### config.mk
export PLATFORM = sky130hd
export DESIGN_NAME = xor_parity_seq
export DESIGN_NICKNAME = d
export VERILOG_FILES = /design/src/rtl/xor_parity_seq.sv
export SDC_FILE = /design/constraint.sdc
export NUM_CORES = 1
export LEC_CHECK = 0
export CAP_MARGIN = 0
export CORE_MARGIN = 4
export CORE_UTILIZATION = 54
export CTS_CLUSTER_SIZE = 16
export DETAILED_ROUTE_END_ITERATION = 7
export GPL_TIMING_DRIVEN = 1
export PLACE_DENSITY_LB_ADDON = 0.1
export SLEW_MARGIN = 20
export SYNTH_ARGS = -nofsm -noshare
export SYNTH_HDL_FRONTEND = slang
export SYNTH_SLANG_ARGS = --single-unit
### constraint.sdc
create_clock -name clk -period 3.5 [get_ports clk]
set_input_delay 0.35 -clock clk [delete_from_list [all_inputs] [get_ports clk]]
set_output_delay 0.35 -clock clk [all_outputs]
set_load 0.01 [all_outputs]
### src/rtl/xor_parity_seq.sv
// Multi-cycle parity sequencer: reduces a WIDTH-bit word one nibble per clock through a single xor4.
// Optional build macro XOR_PARITY_SEQ_ODD_EN selects odd parity (inverted result in HOLD).

module xor4 (
    input  logic [3:0] a_i,
    output logic       z_o
);
    assign z_o = ^a_i;
endmodule

module xor_parity_seq #(
    parameter int WIDTH = 16
) (
    input  logic             clk,
    input  logic             rstn,
    input  logic             start,
    input  logic [WIDTH-1:0] data,
    input  logic             ack,
    output logic             ready,
    output logic             busy,
    output logic             valid,
    output logic             parity
);
    localparam int NIB   = WIDTH / 4;
    localparam int CNT_W = $clog2(NIB) + 1;

    typedef enum logic [1:0] {
        IDLE = 2'd0,
        RUN  = 2'd1,
        HOLD = 2'd2
    } state_t;

    state_t             state_q, state_d;
    logic [WIDTH-1:0]   sh_q, sh_d;
    logic               acc_q, acc_d;
    logic [CNT_W-1:0]   cnt_q, cnt_d;
    logic               parity_q, parity_d;
    logic               z;

    xor4 u_xor4 (
        .a_i (sh_q[3:0]),
        .z_o (z)
    );

    // State and datapath registers; reset discards any partial result.
    always_ff @(posedge clk or negedge rstn) begin
        if (!rstn) begin
            state_q  <= IDLE;
            sh_q     <= {WIDTH{1'b0}};
            acc_q    <= 1'b0;
            cnt_q    <= {CNT_W{1'b0}};
            parity_q <= 1'b0;
        end else begin
            state_q  <= state_d;
            sh_q     <= sh_d;
            acc_q    <= acc_d;
            cnt_q    <= cnt_d;
            parity_q <= parity_d;
        end
    end

    // Next-state and datapath update; parity register is loaded only on entry to HOLD.
    always_comb begin
        state_d  = state_q;
        sh_d     = sh_q;
        acc_d    = acc_q;
        cnt_d    = cnt_q;
        parity_d = parity_q;
        case (state_q)
            IDLE: begin
                parity_d = 1'b0;
                if (start) begin
                    sh_d    = data;
                    acc_d   = 1'b0;
                    cnt_d   = {CNT_W{1'b0}};
                    state_d = RUN;
                end else begin
                    state_d = IDLE;
                end
            end
            RUN: begin
                acc_d = acc_q ^ z;
                sh_d  = sh_q >> 3'd4;
                cnt_d = cnt_q + {{(CNT_W-1){1'b0}}, 1'b1};
                if (cnt_q == CNT_W'(NIB - 1)) begin
`ifdef XOR_PARITY_SEQ_ODD_EN
                    parity_d = ~(acc_q ^ z);
`else
                    parity_d = acc_q ^ z;
`endif
                    state_d = HOLD;
                end else begin
                    parity_d = 1'b0;
                    state_d  = RUN;
                end
            end
            HOLD: begin
                // ack wins over a simultaneous start; the new word waits for IDLE.
                if (ack) begin
                    parity_d = 1'b0;
                    state_d  = IDLE;
                end else begin
                    state_d = HOLD;
                end
            end
            default: begin
                parity_d = 1'b0;
                state_d  = IDLE;
            end
        endcase
    end

    assign ready  = (state_q == IDLE);
    assign busy   = (state_q == RUN);
    assign valid  = (state_q == HOLD);
    assign parity = parity_q;

endmodule

==> qor.csv <==
stage;metric;value;unit
synth;Post-Syn Instances;122;
synth;Synth Flop Type;dfrtp_1;
place;I/O Buffers;23;
clock_network;Bufs on Longest Clock Path;2;
outcome;status;finished with violations;
detailed_routing;ANT nets after route;0;
timing;Setup violations, final;0;
synth;Yosys top cell area share;46.42;%
global_route;vias in the first global route;968;
job;max cap viols;0;
die;Initial Utilization;56.60;%
outcome;failing checks;negative hold slack;
pwr;Worst IR Drop VDD;0.4693;mV
synth;Synth area leader;dfrtp_1;
timing;Tmin final;2.465;ns
timing;setup TNS;0;ns
synth;largest cells by area after synthesis;dfrtp_1 46%, a22oi_1 7.3%, a21oi_2 7.1%;
setup_path;Critical R2R Launch;state_q[1];
synth;register area share after synthesis;46.42;%
final_layout;Layout area overhead;20.28;%
die;DIE AREA;0.003127;sq mm
final_layout;share of cells above drive strength 1;18.18;%
timing;Slew headroom;48.34;%
detailed_routing;final WL;2423;microns
setup_path;Max FO, Critical Path;21;
timing;Slew @ Worst Pin;0.7750;ns
synth;Post-synth EDFFs;0;
clock_network;post_cts resized;0;
synth;Yosys warning count;0;
setup_path;Critical Path Start;state_q[1];
pwr;Leak Pwr;0.6235;nW
clock_network;Clock transition at path regs;0.13;ns
synth;most frequent cell after synthesis;dfrtp_1;
setup_path;Crit path arrival time;2.11;ns
timing;Slew Viols, Final;0;
hold_path;worst hold path class;in -> async;
synth;Post-Syn Area per Cell;10.16;sq um
setup_path;Crit. End Element;output pin;
timing;Hold Slack;-0.002848;ns
final_layout;Final Cell Area;0.001491;sq mm
global_route;first-pass GRT wire length;4505;microns
global_route;initial antenna violation count;0;
synth;Yosys reg bits;23;
die;Core Box Area;0.002191;sq mm
global_route;grt met3 use;3.712;%
timing;setup ws final;1.035;ns
global_route;Total Routing Usage GR;17.58;%
synth;Mapped Area;0.001240;sq mm
timing;endpoints failing hold;3;
global_route;met1 Use GR;24.12;%
final_layout;Ant. Diodes;0;
global_route;pin count of the biggest net entering global routing;24;
synth;number of distinct library cells after synthesis;27;
clock_network;CTS Buf Count;3;
global_route;global route total overflow;0;
final_layout;fill cell count;173;
die;die width;55.92;microns
global_route;grt met2 use;28.55;%
die;FP Rows;17;
detailed_routing;DR WL/cell;14.17;microns
synth;syn_nets;144;
detailed_routing;via density per instance;5.637;
clock_network;hold_buf cts;0;
setup_path;Worst EP required;3.15;ns
place;GPL Wtd Cong;0.7552;
clock_network;clk sinks;23;
die;Die Span Y;55.92;microns
setup_path;Setup CP Type;reg -> out;
detailed_routing;DR vias;964;
setup_path;startpoint types;register;
detailed_routing;initial drt markers;17;
die;I/O Pins;24;
clock_network;H-tree Lvls;1;
synth;Post-synth top cells;23 x dfrtp_1, 12 x a22oi_1, 10 x a21oi_2, 10 x nor2b_1, 10 x o21ai_1;
place;pre-CTS setup slack;1.395;ns
final_layout;fin nets;166;
timing;fin crit share;70.42;%
timing;RSZ-0062 raised after global routing;false;
detailed_routing;drt first pass iters;4;
clock_network;CTS tree;done;
global_route;GRT Max-Usage Layer;met2;
synth;Post-synth ARST share;100.0;%
place;dpl cell area;0.001470;sq mm
pwr;PD cells;714.9;mW/mm^2
clock_network;CTS root buf;clkbuf_4;
timing;Final Skew;0.004305;ns
final_layout;Final Core Density;68.08;%
clock_network;post-CTS setup repair buffer count;0;
place;post-DP HPWL;1667;microns
timing;Max Fclk;405.7;MHz
detailed_routing;DRC Markers;0;
clock_network;Worst-Skew Late Latency;0.30;ns
setup_path;worst reg-to-reg path cell count;3;
placed cells by master (no fill, tap or decap), types with 3 or more instances in the layout:
master / n
xnor2_1: 3
o21ai_1: 10
o21ai_0: 3
nand2_1: 8
a22oi_1: 12
a21oi_1: 7
nor2b_1: 10
a21oi_2: 10
clkdlybuf4s50_1: 22
clkbuf_4: 3
and2b_1: 6
o21ai_2: 7
dfrtp_1: 23
registers in the layout, summed over array words and instances (netlist names):
register,flops
sh_q,16
cnt_q,3
state_q,2
acc_q,1
parity,1
critical path: stages (launching register included):
cell and delay, ns:
dfrtp_1 0.63, nand2b_1 0.32, inv_2 0.26, clkdlybuf4s50_1 0.59
cell families (layout without fill, tap and decap cells):
logic type,count (synthesis),after routing,synth area share (%)
flops,23,23,46.42
xor+xnor,4,4,2.826
simple gates,30,30,14.13
compound gates,52,52,29.67
buf+inv,11,32,4.945
fa+ha+maj,2,2,2.018
final timing paths:
check | slack, ns | to
worst min-delay path | -0.003 | sh_q[3]
max in group asynchronous | 3.15 | sh_q[6]
min in group clk | 0.51 | cnt_q[2]
worst min register to register | 0.51 | cnt_q[2]
worst max-delay path | 1.04 | busy
worst max register to register | 1.68 | sh_q[8]
per-layer routing:
layer	wire length (microns)	part of all wire (%)
met1	1100	45
met2	1177	49
met3	131	5.4
met4	12	0.50
met5	0	0
final cells by class:
cell class	count	area, sq um	share of cell area (%)
flip-flops and latches	23	575.6	38.59
repair buffers	25	240.2	16.11
inverters	3	11.26	0.7550
multi-input cells	88	603.1	40.44
clock buffers	4	26.28	1.762
well taps	28	35.03	2.349
stage by stage:
step	instances	power (mW)
6_report	171	1.066
5_1_grt	171	1.177
4_1_cts	171	1.077
3_5_place_dp	167	0.9533
3_3_place_gp	167	0.9345
2_1_floorplan	122	0.8221
where the power goes:
group	switching, mW	internal (mW)	total, mW	leakage (nW)
clock	0.0778	0.0444	0.122	0.0150
sequential	0.107	0.364	0.472	0.301
combinational	0.242	0.231	0.472	0.308
Power figures use the tool's default switching activity.
